[src/rtl/out_port.sv]
// out_port: output-port queue for the Nano processor.
// Bytes strobed in by the control unit (LdOUTPUT/DadoOUT) are buffered in a
// DEPTH-entry FIFO and handed to an external consumer over a valid/ready
// handshake. Full/Empty/Count report occupancy so writers can throttle.
// Optional feature macro: OUTQ_OVF_EN adds a sticky overflow flag (Ovf) and a
// saturating dropped-write counter (OvfCnt).
module out_port #(
  parameter int WIDTH = 8,
  parameter int DEPTH = 4
) (
  input  logic                       clk,
  input  logic                       rst,
  input  logic                       LdOUTPUT,
  input  logic [WIDTH-1:0]           DadoOUT,
  output logic [WIDTH-1:0]           outData,
  output logic                       outValid,
  input  logic                       outReady,
  output logic                       Full,
  output logic                       Empty,
`ifdef OUTQ_OVF_EN
  output logic [$clog2(DEPTH):0]     Count,
  output logic                       Ovf,
  output logic [7:0]                 OvfCnt
`else
  output logic [$clog2(DEPTH):0]     Count
`endif
);

  localparam int AW = $clog2(DEPTH);
  localparam int CW = AW + 1;
  localparam logic [CW-1:0] CntFull = CW'(DEPTH);

  // Coarse queue state, kept alongside the occupancy so the flags come
  // straight out of a register.
  typedef enum logic [1:0] {
    QEmpty   = 2'd0,
    QPartial = 2'd1,
    QFull    = 2'd2
  } queueState_e;

  logic [WIDTH-1:0] mem [DEPTH];

  logic [AW-1:0]  wrPtr_q, wrPtr_d;
  logic [AW-1:0]  rdPtr_q, rdPtr_d;
  logic [CW-1:0]  cnt_q, cnt_d;
  queueState_e    state_q, state_d;

  logic doPop;
  logic doWrite;
  logic doDrop;

  // Handshake decode: a pop needs a valid head, and a full queue can still
  // take a write when a pop frees a slot in the same cycle.
  always_comb begin
    doPop   = (cnt_q != '0) && outReady;
    doWrite = LdOUTPUT && ((cnt_q != CntFull) || doPop);
    doDrop  = LdOUTPUT && !doWrite;
  end

  // Next-state for pointers, occupancy and coarse queue state.
  always_comb begin
    wrPtr_d = wrPtr_q;
    rdPtr_d = rdPtr_q;
    cnt_d   = cnt_q;
    state_d = state_q;

    if (doWrite) begin
      wrPtr_d = wrPtr_q + AW'(1);
    end
    if (doPop) begin
      rdPtr_d = rdPtr_q + AW'(1);
    end

    unique case ({doWrite, doPop})
      2'b10:   cnt_d = cnt_q + CW'(1);
      2'b01:   cnt_d = cnt_q - CW'(1);
      default: cnt_d = cnt_q;
    endcase

    if (cnt_d == '0) begin
      state_d = QEmpty;
    end else if (cnt_d == CntFull) begin
      state_d = QFull;
    end else begin
      state_d = QPartial;
    end
  end

  // Queue control registers; reset discards everything queued.
  always_ff @(posedge clk or negedge rst) begin
    if (!rst) begin
      wrPtr_q <= '0;
      rdPtr_q <= '0;
      cnt_q   <= '0;
      state_q <= QEmpty;
    end else begin
      wrPtr_q <= wrPtr_d;
      rdPtr_q <= rdPtr_d;
      cnt_q   <= cnt_d;
      state_q <= state_d;
    end
  end

  // Storage array has no reset: stale bytes are unreachable once the
  // pointers and count are cleared.
  always_ff @(posedge clk) begin
    if (doWrite) begin
      mem[wrPtr_q] <= DadoOUT;
    end
  end

  // Status and head outputs, all decoded from registered state.
  always_comb begin
    outData  = mem[rdPtr_q];
    outValid = (state_q != QEmpty);
    Full     = (state_q == QFull);
    Empty    = (state_q == QEmpty);
    Count    = cnt_q;
  end

`ifdef OUTQ_OVF_EN
  logic       ovf_q;
  logic [7:0] ovfCnt_q;

  // Sticky overflow flag and saturating count of writes lost to a full queue.
  always_ff @(posedge clk or negedge rst) begin
    if (!rst) begin
      ovf_q    <= 1'b0;
      ovfCnt_q <= 8'd0;
    end else if (doDrop) begin
      ovf_q <= 1'b1;
      if (ovfCnt_q != 8'hFF) begin
        ovfCnt_q <= ovfCnt_q + 8'd1;
      end
    end
  end

  assign Ovf    = ovf_q;
  assign OvfCnt = ovfCnt_q;
`else
  logic unusedDrop;
  assign unusedDrop = doDrop;
`endif

endmodule
[config.mk]
export PLATFORM = sky130hd
export DESIGN_NAME = out_port
export DESIGN_NICKNAME = d
export VERILOG_FILES = /design/src/rtl/out_port.sv
export SDC_FILE = /design/constraint.sdc
export NUM_CORES = 1
export LEC_CHECK = 0
export ABC_AREA = 1
export BUFFER_PORTS_ARGS = -buffer_cell sky130_fd_sc_hd__buf_4
export CAP_MARGIN = 30
export CELL_PAD_IN_SITES_DETAIL_PLACEMENT = 1
export CELL_PAD_IN_SITES_GLOBAL_PLACEMENT = 2
export CORE_UTILIZATION = 33
export DETAILED_ROUTE_END_ITERATION = 8
export PLACE_DENSITY = 0.73
export SLEW_MARGIN = 20
export SYNTH_ARGS = -nofsm -noshare
export SYNTH_HDL_FRONTEND = slang
export SYNTH_SLANG_ARGS = --single-unit
[constraint.sdc]
create_clock -name clk -period 1.71 [get_ports clk]
set_clock_uncertainty 0.05 [all_clocks]
set_input_delay 0.0855 -clock clk [delete_from_list [all_inputs] [get_ports clk]]
set_output_delay 0.0855 -clock clk [all_outputs]
set_load 0.005 [all_outputs]
## Word-level counts from Yosys, hierarchy flattened

Memories as Yosys holds them, arrays and structs flattened.
Cells that the tools add are included.

| word-level totals | value |
|---|---|
| word-level logic and storage cells | 26 |
| bits in read-only memories | 0 |
| latch bits | 0 |
| output and inout port bits | 14 |
| bits of input ports | 12 |
| bits in registers | 9 |
| RAM bits | 32 |
| memories | 1 |

Memories:

| name | words | width | read ports | clocked after Yosys merged registers in | write ports | RTL line | RTL |
|---|---|---|---|---|---|---|---|
| mem | 4 | 8 | 1 | 0 | 1 | 41 | `logic [WIDTH-1:0] mem [DEPTH];` |

| cells by class | value |
|---|---|
| add/sub/neg operators | 4 |
| shifts and indexed selects | 0 |
| bitwise gates (word level) | 0 |
| div/mod/pow operators | 0 |
| equality and inequality tests | 5 |
| multiply operators | 0 |
| reductions and logical operators | 7 |
| order comparisons | 0 |
| muxes and demuxes | 5 |

Operators by type and width:

| kind | number |
|---|---|
| case mux 3 bit (2 select lines) | 1 |
| adder 2 x 1 -> 2 bit, second input constant | 2 |
| equality test 2 bit, second input constant | 2 |
| two-way mux 2 bit | 2 |
| adder 3 x 1 -> 3 bit, second input constant | 1 |
| equality test 3 bit, second input constant | 1 |
| zero test 3 bit | 1 |
| inequality test 3 bit, second input constant | 1 |
| nonzero test 3 bit | 1 |
| subtractor 3 x 1 -> 3 bit, second input constant | 1 |
| equality test 2 x 1 -> 1 bit, second input constant | 1 |
| logical AND 1 bit | 2 |
| zero test 2 bit | 1 |
| two-way mux 1 bit | 2 |
| nonzero test 2 bit | 1 |
| logical OR 1 bit | 1 |

## Depth between registers and ports, before layout

Gate-level depths: netlist of run 1.

| depth | value |
|---|---|
| word-level depth | 9 |
| depth in mapped cells | 11 |

## Worst setup path before layout of run 1

OpenSTA, ideal clock, no wires.

| path | value |
|---|---|
| path type | register to register |
| start point | reg cnt_q[0], in the netlist Count[0] |
| end point | reg state_q[1] |
| path slack | 118 ps |
| buffers on the path | 0 |
| stages on the path, launching flop included | 12 |
| arrival time | 1473 ps |
| path through | dfrtp_1 -> nor2_4 -> nand2_2 -> nand3b_2 -> fa_1 -> inv_1 -> nand3_1 -> nand2_1 -> nand2_1 -> nand2_1 -> nand2_1 -> nor2_2 |

| on the way | value |
|---|---|
| longest elaborated chain between the ends | 9 |

RTL lines:

| what | RTL line | RTL |
|---|---|---|
| start, declared | 45 | `logic [CW-1:0] cnt_q, cnt_d;` |
| start signal, assigned | 99 | `cnt_q <= cnt_d;` |
| nonzero test 3 bit | 55 | `doPop = (cnt_q != '0) && outReady;` |
| logical AND 1 bit | 55 |  |
| logical OR 1 bit | 56 | `doWrite = LdOUTPUT && ((cnt_q != CntFull) \|\| doPop);` |
| logical AND 1 bit | 56 |  |
| equality test 2 x 1 -> 1 bit or equality test 2 bit (tied branches) | 74 | `unique case ({doWrite, doPop})` |
| case mux 3 bit (2 select lines) * | 74 |  |
| equality test 3 bit | 82 | `end else if (cnt_d == CntFull) begin` |
| two-way mux 2 bit | 82 |  |
| two-way mux 2 bit * | 80 | `if (cnt_d == '0) begin` |
| net state_d[1] | 46 | `queueState_e state_q, state_d;` |
| end signal, assigned | 95 | `state_q <= QEmpty;` |
| end signal, assigned | 100 | `state_q <= state_d;` |
| end, declared | 46 |  |

Mark *: on every way through the listed nets, which the timed path passes. The rest lies on a longest branch.
A chain may end at the register's enable or synchronous reset.

## Worst setup path after layout of run 1

| path | value |
|---|---|
| start point | reg cnt_q[1], in the netlist Count[1] |
| end point | reg state_q[1] |

The elaborated chain is that of the path after synthesis.

==> metrics.yaml, run 1 <==
route:
  remaining_drc_errors: 0
  via_count: 1212
  post_drt_wl_per_cell_um: 14.3
  ant_nets: 0
  drt-pass1-iter-count: 4
  vias_per_cell: 4.57
  drtIter0Drc: 39
  wirelength_um: 3780
clocking:
  cts_root_buf: "clkbuf_8"
  clk_latency_ns: 0.29
  cts_buffer_depth: 2
  cts.sinks: 41
  cts_buffers: 5
  cts_tree: "built"
  htree_levels: 2
  clkSlewWorstSetupHoldPaths_ns: 0.07
place:
  placed_area_um2: 2050
  post-dp-hpwl_um: 2530
  portBuffers: 25
  place.gp.congestion: 0.857
synthesis:
  synth-compound-area-share_pct: 8.07
  synth_top_area_cell: "edfxtp_1"
  synth_top_family_by_area: "simple AND/OR/NAND/NOR gates"
  ys_warn_count: 0
  yosys-top-cells-area: "edfxtp_1 (55%), dfrtp_1 (13%), nor2_1 (5.6%)"
  synth_fp_nets: 163
  synth.avg_cell_area_um2: 11.9
  synthMuxAreaShare_pct: 0
  seq_area_frac_synth_pct: 68.3
  synth_area_um2: 1740
  ys_seq_elements: 41
  synthSimpleGateAreaFrac_pct: 13.8
  synth_adder_area_share_pct: 4.03
  synthCells: 146
  synth_top_area_share_pct: 55.3
  synth_xor_area_share_pct: 1.01
  synth.distinct_cells: 19
grt:
  grt_pass1_wl_um: 5860
  grt_max_degree: 18
  antenna_found_initial: 0
  grt_pass1_vias: 1207
  grtUsageTotal_pct: 15.1
  grt_overflow_total: 0
layout:
  design_area_um2: 2310
  n_antenna_cell: 0
  mostFrequentLayoutCells: "buf_4 (36), edfxtp_1 (32), nor2_1 (26), o21ai_0 (16), inv_1 (14)"
  nets: 211
  syn2layout_area_growth_pct: 33.1
  layout-drive-gt1-share_pct: 31.3
  final_common_cell: "buf_4"
timing:
  hold_ws_ns: 0.0746
  finalMaxSlewViolations: 0
  rsz0062_at_grt: "true"
  finalHoldViolCount: 0
  setup_violations: 0
  finalWorstPathRequiredPeriod_ns: 1.65
  tightestPinTransition_ns: 0.405
  relSlewSlack_pct: 73.0
  post-route-period-util_pct: 96.4
  max_freq_mhz: 607
floorplan:
  die_y_um: 74.5
  start_util_pct: 34.2
  ios: 26
  die_width_um: 74.5
  die_area_um2: 5560
  coreArea_um2: 5070
  num_rows: 26
worst_setup_path:
  worstSetupStartpointType: "register"
  cp_max_fo: 4
  cp-end-kind: "register"
  critPathKind: "reg -> reg"
  r2r_slack_ns: 0.06
  crit_required_ns: 1.84
  crit_arrival_ns: 1.78
run:
  cap_violations: 0
power_and_ir_drop:
  ir_drop_mv: 0.660
  leakagePower_nw: 0.940
  powerDensity_nw_per_um2: 1650
worst_hold_path:
  holdCritPathClass: "in -> reg"
status:
  status: "completed"
## flip-flops by register name, indices dropped and copies added, names as in the netlist
signal and cells:
mem 32, Count 3, rdPtr_q 2, state_q 2
wrPtr_q 2
## kinds of logic (layout without fill, tap and decap cells)
group                      after synthesis  count (layout)
AOI/OAI and AO/OA                       26              26
xor gates and xnor gates                 2               2
adders and majority gates                5               5
buffers and inverters                   21              70
DFF                                     41              41
and+or+nand+nor                         51              51
## critical path, stage by stage (launching register included)
cell	delay, ns
dfrtp_1	0.42
nor2_4	0.16
nand2_2	0.09
buf_4	0.14
buf_4	0.13
nand2_1	0.12
nand3_2	0.10
nand3_1	0.10
nand2_1	0.11
nand2_2	0.09
nor2_2	0.04
## power by group
group          leakage (nW)  switching, W  internal, W
clock network        0.0574      0.000320     0.000474
logic                 0.487      0.000852     0.000689
registers             0.396      0.000144      0.00134
total                 0.940       0.00132      0.00250
## layout make-up
class / instances / area (um2)
Sequential cell: 41 / 1190
Timing Repair Buffer: 45 / 360
Clock inverter: 2 / 37.5
Fill cell: 571 / 2760
Tap cell: 70 / 87.6
Clock buffer: 6 / 82.6
Inverter: 17 / 63.8
Multi-Input combinational cell: 84 / 492
## through the flow
| stage | TNS, ns | total power, W | util (%) | std cells | setup slack, ns |
|---|---|---|---|---|---|
| after CTS | 0 | 0.00383 | 44.7 | 263 | 0.00196 |
| final | 0 | 0.00382 | 45.5 | 265 | 0.0620 |
| after global placement | 0 | 0.00291 | 40.5 | 245 | 0.0976 |
| after detailed placement | 0 | 0.00299 | 40.5 | 245 | 0.0175 |
| after floorplan | 0 | 0.00228 | - | 146 | 0.118 |
| after global routing | -0.0480 | 0.00410 | 45.5 | 265 | -0.0480 |
## cells in the mapped netlist (all sizes together)
library cell / number
a21oi: 2
buf: 4
dfrtp: 9
edfxtp: 32
fa: 1
ha: 4
inv: 17
nand2: 13
nand3: 9
nand3b: 1
nor2: 28
o21ai: 16
o22ai: 8
xor2: 2
## repair_timing
item                                   CTS  global route
gates resized for setup                  1             8
endpoints found under the hold margin   41             0
pin swaps                                0             4
cloned                                   0             0
hold buffers                             9             0
buffers inserted                         1             2
setup endpoints to repair                2             4
## path summary, 6_finish.rpt
kind                                  from         end  cells after the start
max in group asynchronous              rst    Count[0]                      2
worst min register to register  wrPtr_q[1]  wrPtr_q[1]                      2
worst max register to register    Count[1]  state_q[1]                     10
min in group asynchronous              rst  wrPtr_q[1]                      2
worst max-delay path              Count[1]  state_q[1]                     10
worst min-delay path              outReady  rdPtr_q[0]                      3
## per-layer routing
layer | up-vias | track usage [%] | wire [um]
met2 | 16 | 26.0 | 1940
met5 | - | 0 | 0
li1 | 590 | - | -
met4 | 0 | 5.66 | 53
met3 | 6 | 4.74 | 106
met1 | 600 | 17.7 | 1680
No activity file was read; power rests on OpenSTA's default activity.
==> run 2: changes to the inputs <==
--- a/config.mk
+++ b/config.mk
@@ -10,9 +10,9 @@
 export CAP_MARGIN = 30
 export CELL_PAD_IN_SITES_DETAIL_PLACEMENT = 1
 export CELL_PAD_IN_SITES_GLOBAL_PLACEMENT = 2
-export CORE_UTILIZATION = 33
+export CORE_UTILIZATION = 35
 export DETAILED_ROUTE_END_ITERATION = 8
-export PLACE_DENSITY = 0.73
+export PLACE_DENSITY = 0.76
 export SLEW_MARGIN = 20
 export SYNTH_ARGS = -nofsm -noshare
 export SYNTH_HDL_FRONTEND = slang
==> constraint.sdc (replaced) <==
create_clock -name clk -period 1.71 [get_ports clk]
set_clock_uncertainty 0.05 [all_clocks]
set_input_delay 0.171 -clock clk [delete_from_list [all_inputs] [get_ports clk]]
set_output_delay 0.171 -clock clk [all_outputs]
set_load 0.005 [all_outputs]
==> metrics.yaml, run 2 (synthesized netlist as in run 1, its figures left out) <==
status:
  status: "completed"
timing:
  tightestPinTransition_ns: 0.216
  finalMaxSlewViolations: 0
  finalHoldViolCount: 0
  relSlewSlack_pct: 85.5
  setup_violations: 0
  post-route-period-util_pct: 96.6
  setup_ws_ns: 0.0573
  rsz0062_at_grt: "true"
  max_freq_mhz: 605
  finalWorstPathRequiredPeriod_ns: 1.65
place:
  post-dp-hpwl_um: 2650
  place.gp.congestion: 0.974
  pre_cts_ws_ns: 0.0228
  portBuffers: 25
  placed_area_um2: 2060
floorplan:
  coreArea_um2: 4750
  num_rows: 25
  die_area_um2: 5250
  start_util_pct: 36.5
  ios: 26
  die_width_um: 72.4
  die_y_um: 72.4
route:
  wirelength_um: 3770
  drtIter0Drc: 59
  drt-pass1-iter-count: 4
  via_count: 1186
  post_drt_wl_per_cell_um: 14.8
  ant_nets: 0
  remaining_drc_errors: 0
  vias_per_cell: 4.65
clocking:
  cts_buffer_depth: 2
  clkSlewWorstSetupHoldPaths_ns: 0.08
  cts_buffers: 5
  cts.sinks: 41
  cts_root_buf: "clkbuf_8"
  htree_levels: 2
  cts_tree: "built"
  clk_latency_ns: 0.29
power_and_ir_drop:
  clkPwrFrac_pct: 17.0
  p_sw_share_pct: 36.7
  switching_power_w: 0.00135
  power_frac_comb_pct: 43.2
  powerDensity_nw_per_um2: 1660
  ir_drop_mv: 0.624
  intPower_w: 0.00233
  seqPwrFrac_pct: 39.8
  leakagePower_nw: 0.894
layout:
  syn2layout_area_growth_pct: 27.4
  mostFrequentLayoutCells: "buf_4 (37), edfxtp_1 (32), nor2_1 (26), o21ai_0 (16), inv_1 (14)"
  regMostFlops: "mem"
  n_antenna_cell: 0
  largest_reg_flops: 32
  nets: 204
  layout-drive-gt1-share_pct: 34.0
  design_area_um2: 2210
  final_common_cell: "buf_4"
worst_setup_path:
  cp-end-kind: "register"
  critPathKind: "reg -> reg"
  worstSetupStartpointType: "register"
  crit_required_ns: 1.89
  cp_max_fo: 4
  crit_arrival_ns: 1.84
grt:
  grt_pass1_vias: 1307
  grtUsageTotal_pct: 16.2
  grt_overflow_total: 0
  grt_pass1_wl_um: 6150
  antenna_found_initial: 0
  grt_max_degree: 18
run:
  cap_violations: 0
worst_hold_path:
  holdCritPathClass: "in -> reg"
[run 2: area by class of cell]
class                      instances  area [um2]
fill                             539        2540
sequential                        41        1190
multi-input combinational         84         504
timing repair buffer              38         288
tap                               67        83.8
clock buffer                       6        72.6
inverter                          17        63.8
clock inverter                     2        15.0
[run 2: final timing paths]
kind	start	end	slack, ns	cells after the start
setup / recovery	Count[0]	state_q[1]	0.06	11
hold reg to reg	wrPtr_q[1]	wrPtr_q[1]	0.56	2
min in group asynchronous	rst	Count[1]	0.20	2
hold / removal	DadoOUT[4]	mem[1][4]	0.02	1
setup reg to reg	Count[0]	state_q[1]	0.06	11
max in group asynchronous	rst	state_q[0]	1.27	2
[run 2: power by group through the flow]
stage	Clock [W]	Sequential (W)	Combinational, W
4_1_cts	0.000635	0.00147	0.00154
3_3_place_gp	0	0.00147	0.00148
3_5_place_dp	0	0.00149	0.00154
5_1_grt	0.000675	0.00150	0.00179
2_1_floorplan	0	0.00145	0.000834
6_report	0.000625	0.00147	0.00159
[run 2: metrics by stage]
step	util (%)	instances	hold WS, ns	power [W]	TNS (ns)
6_report	46.6	255	0.0182	0.00368	0
5_1_grt	46.6	255	0.00380	0.00396	-0.0366
4_1_cts	45.5	253	0.0125	0.00364	0
3_5_place_dp	43.4	244	-0.0473	0.00302	0
3_3_place_gp	43.4	244	-0.0477	0.00295	0
2_1_floorplan	-	146	-0.175	0.00228	0
[run 2: what timing repair did]
item / CTS / global route
resized for setup: 0 / 12
hold buffers: 1 / 0
hold endpoints to repair: 9 / 0
setup buffers: 0 / 2
endpoints found under the setup margin: 0 / 9
[run 2: per-layer routing]
layer  share of wire, %  wire length, um  track usage (%)
met5                  0                0                0
met4                1.4               53             5.88
met3                4.5              168             6.11
met1                 42             1570             18.4
met2                 52             1970             27.6
[run 2: critical path, cell delays in order, from the launching register on]
cell	delay [ns]
dfrtp_1	0.43
nor2_4	0.06
nand2_2	0.10
nand3b_4	0.10
fa_2	0.37
inv_2	0.07
nand3_2	0.06
nand2_2	0.09
nand2_2	0.06
nand2_2	0.06
nand2_2	0.05
nor2_2	0.09
==> run 3: changes to the inputs <==
==> constraint.sdc (replaced) <==
create_clock -name clk -period 1.8 [get_ports clk]
set_clock_uncertainty 0.05 [all_clocks]
set_input_delay 0.18 -clock clk [delete_from_list [all_inputs] [get_ports clk]]
set_output_delay 0.18 -clock clk [all_outputs]
set_load 0.005 [all_outputs]
==> metrics.yaml, run 3 (synthesized netlist as in run 1, its figures left out) <==
floorplan:
  num_rows: 25
  die_y_um: 72.4
  die_width_um: 72.4
  coreArea_um2: 4750
  die_area_um2: 5250
  start_util_pct: 36.5
  ios: 26
worst_setup_path:
  cp_max_fo: 5
  slowest_stage: "fa_2"
  r2r-end: "state_q[1]"
  r2r-start: "Count[0]"
  r2r_slack_ns: 0.12
  crit_required_ns: 1.99
  cp-end-kind: "register"
  path_buf_inv: 0
  cpMostUsedCell: "nand2_2"
  path_cells: "nor2_4, nand2_4, nand3b_4, fa_2, nand3_1, nand2_2, nand2_2, nor2_2"
  crit_arrival_ns: 1.86
  crit_family: "simple AND/OR/NAND/NOR gates"
  critPathKind: "reg -> reg"
  crit_path_max_incr_delay_ns: 0.53
  worstSetupStartpointType: "register"
  r2r_cells: 8
layout:
  mostFrequentLayoutCells: "buf_4 (33), edfxtp_1 (32), nor2_1 (26), o21ai_0 (16), inv_1 (13)"
  layout-drive-gt1-share_pct: 30.8
  final_util_pct: 46.2
  largest_reg_flops: 32
  fillers: 528
  final_common_cell: "buf_4"
  n_antenna_cell: 0
  nets: 201
  syn2layout_area_growth_pct: 26.4
  regMostFlops: "mem"
timing:
  setup_ws_ns: 0.121
  finalMaxSlewViolations: 0
  relSlewSlack_pct: 85.8
  finalHoldViolCount: 0
  setup_violations: 0
  post-route-period-util_pct: 93.3
  hold_ws_ns: 0.0180
  finalWorstPathRequiredPeriod_ns: 1.68
  max_freq_mhz: 596
  tightestPinTransition_ns: 0.213
clocking:
  cts_tree: "built"
  cts.sinks: 41
  cts_buffers: 5
  cts_root_buf: "clkbuf_8"
  htree_levels: 2
  cts_buffer_depth: 2
  clk_latency_ns: 0.30
  clkSlewWorstSetupHoldPaths_ns: 0.09
grt:
  grt_pass1_vias: 1177
  grt_overflow_total: 0
  antenna_found_initial: 0
  grt_max_degree: 18
  grtUsageTotal_pct: 15.1
  grt_pass1_wl_um: 5740
route:
  post_drt_wl_per_cell_um: 13.8
  vias_per_cell: 4.65
  via_count: 1173
  wirelength_um: 3490
  drt-pass1-iter-count: 3
  remaining_drc_errors: 0
  drtIter0Drc: 85
  ant_nets: 0
place:
  post-dp-hpwl_um: 2480
  portBuffers: 25
  pre_cts_ws_ns: 0.0440
  place.gp.congestion: 0.902
power_and_ir_drop:
  ir_drop_mv: 0.511
  finalPower_w: 0.00350
  powerDensity_nw_per_um2: 1590
  leakagePower_nw: 0.890
status:
  status: "completed"
worst_hold_path:
  min_from: "DadoOUT[4]"
  hold_path_depth: 1
  holdPathEnd: "mem[2][4]"
  holdCritPathClass: "in -> reg"
run:
  cap_violations: 0
==> run 3: layout make-up <==
type / count / area, um2 / area share (%)
timing repair buffer: 35 / 278 / 12.6
clock inverter: 3 / 25.0 / 1.14
multi-input combinational: 84 / 487 / 22.2
sequential: 41 / 1190 / 54.0
clock buffer: 5 / 68.8 / 3.13
inverter: 17 / 67.6 / 3.08
tap: 67 / 83.8 / 3.82
==> run 3: worst max path at each step <==
stage | from | endpoint | cells after the start
3_5_place_dp | Count[2] | state_q[1] | 11
2_1_floorplan | Count[0] | state_q[1] | 11
4_1_cts | rdPtr_q[0] | outData[3] | 4
5_1_grt | Count[0] | state_q[1] | 11
3_3_place_gp | Count[0] | state_q[1] | 11
6_report | Count[0] | state_q[1] | 8
==> run 3: what timing repair did <==
item                                   CTS  global route
hold buffers                             1             0
buffers inserted                         0             3
endpoints found under the hold margin    9             0
setup endpoints to repair                0            10
gates resized for setup                  0             8
==> run 3: routing by layer <==
layer	wire length (um)	GRT usage, %	vias to the layer above
met5	0	0	-
met4	75	5.88	0
met3	119	5.00	9
met2	1760	24.8	14
met1	1530	18.6	578
li1	-	-	572
==> run 3: metrics by stage <==
stage / TNS [ns] / instance area, um2 / std cells
global route: -0.0117 / 2200 / 252
finish: 0 / 2200 / 252
floorplan: 0 / 1740 / 146
detailed placement: 0 / 2030 / 240
CTS: 0 / 2140 / 249
global placement: 0 / 2030 / 240
==> run 3: power breakdown <==
part / switching (W) / leakage, nW / internal [W]
clock: 0.000345 / 0.0447 / 0.000280
combinational: 0.000803 / 0.448 / 0.000670
sequential: 0.000133 / 0.397 / 0.00127
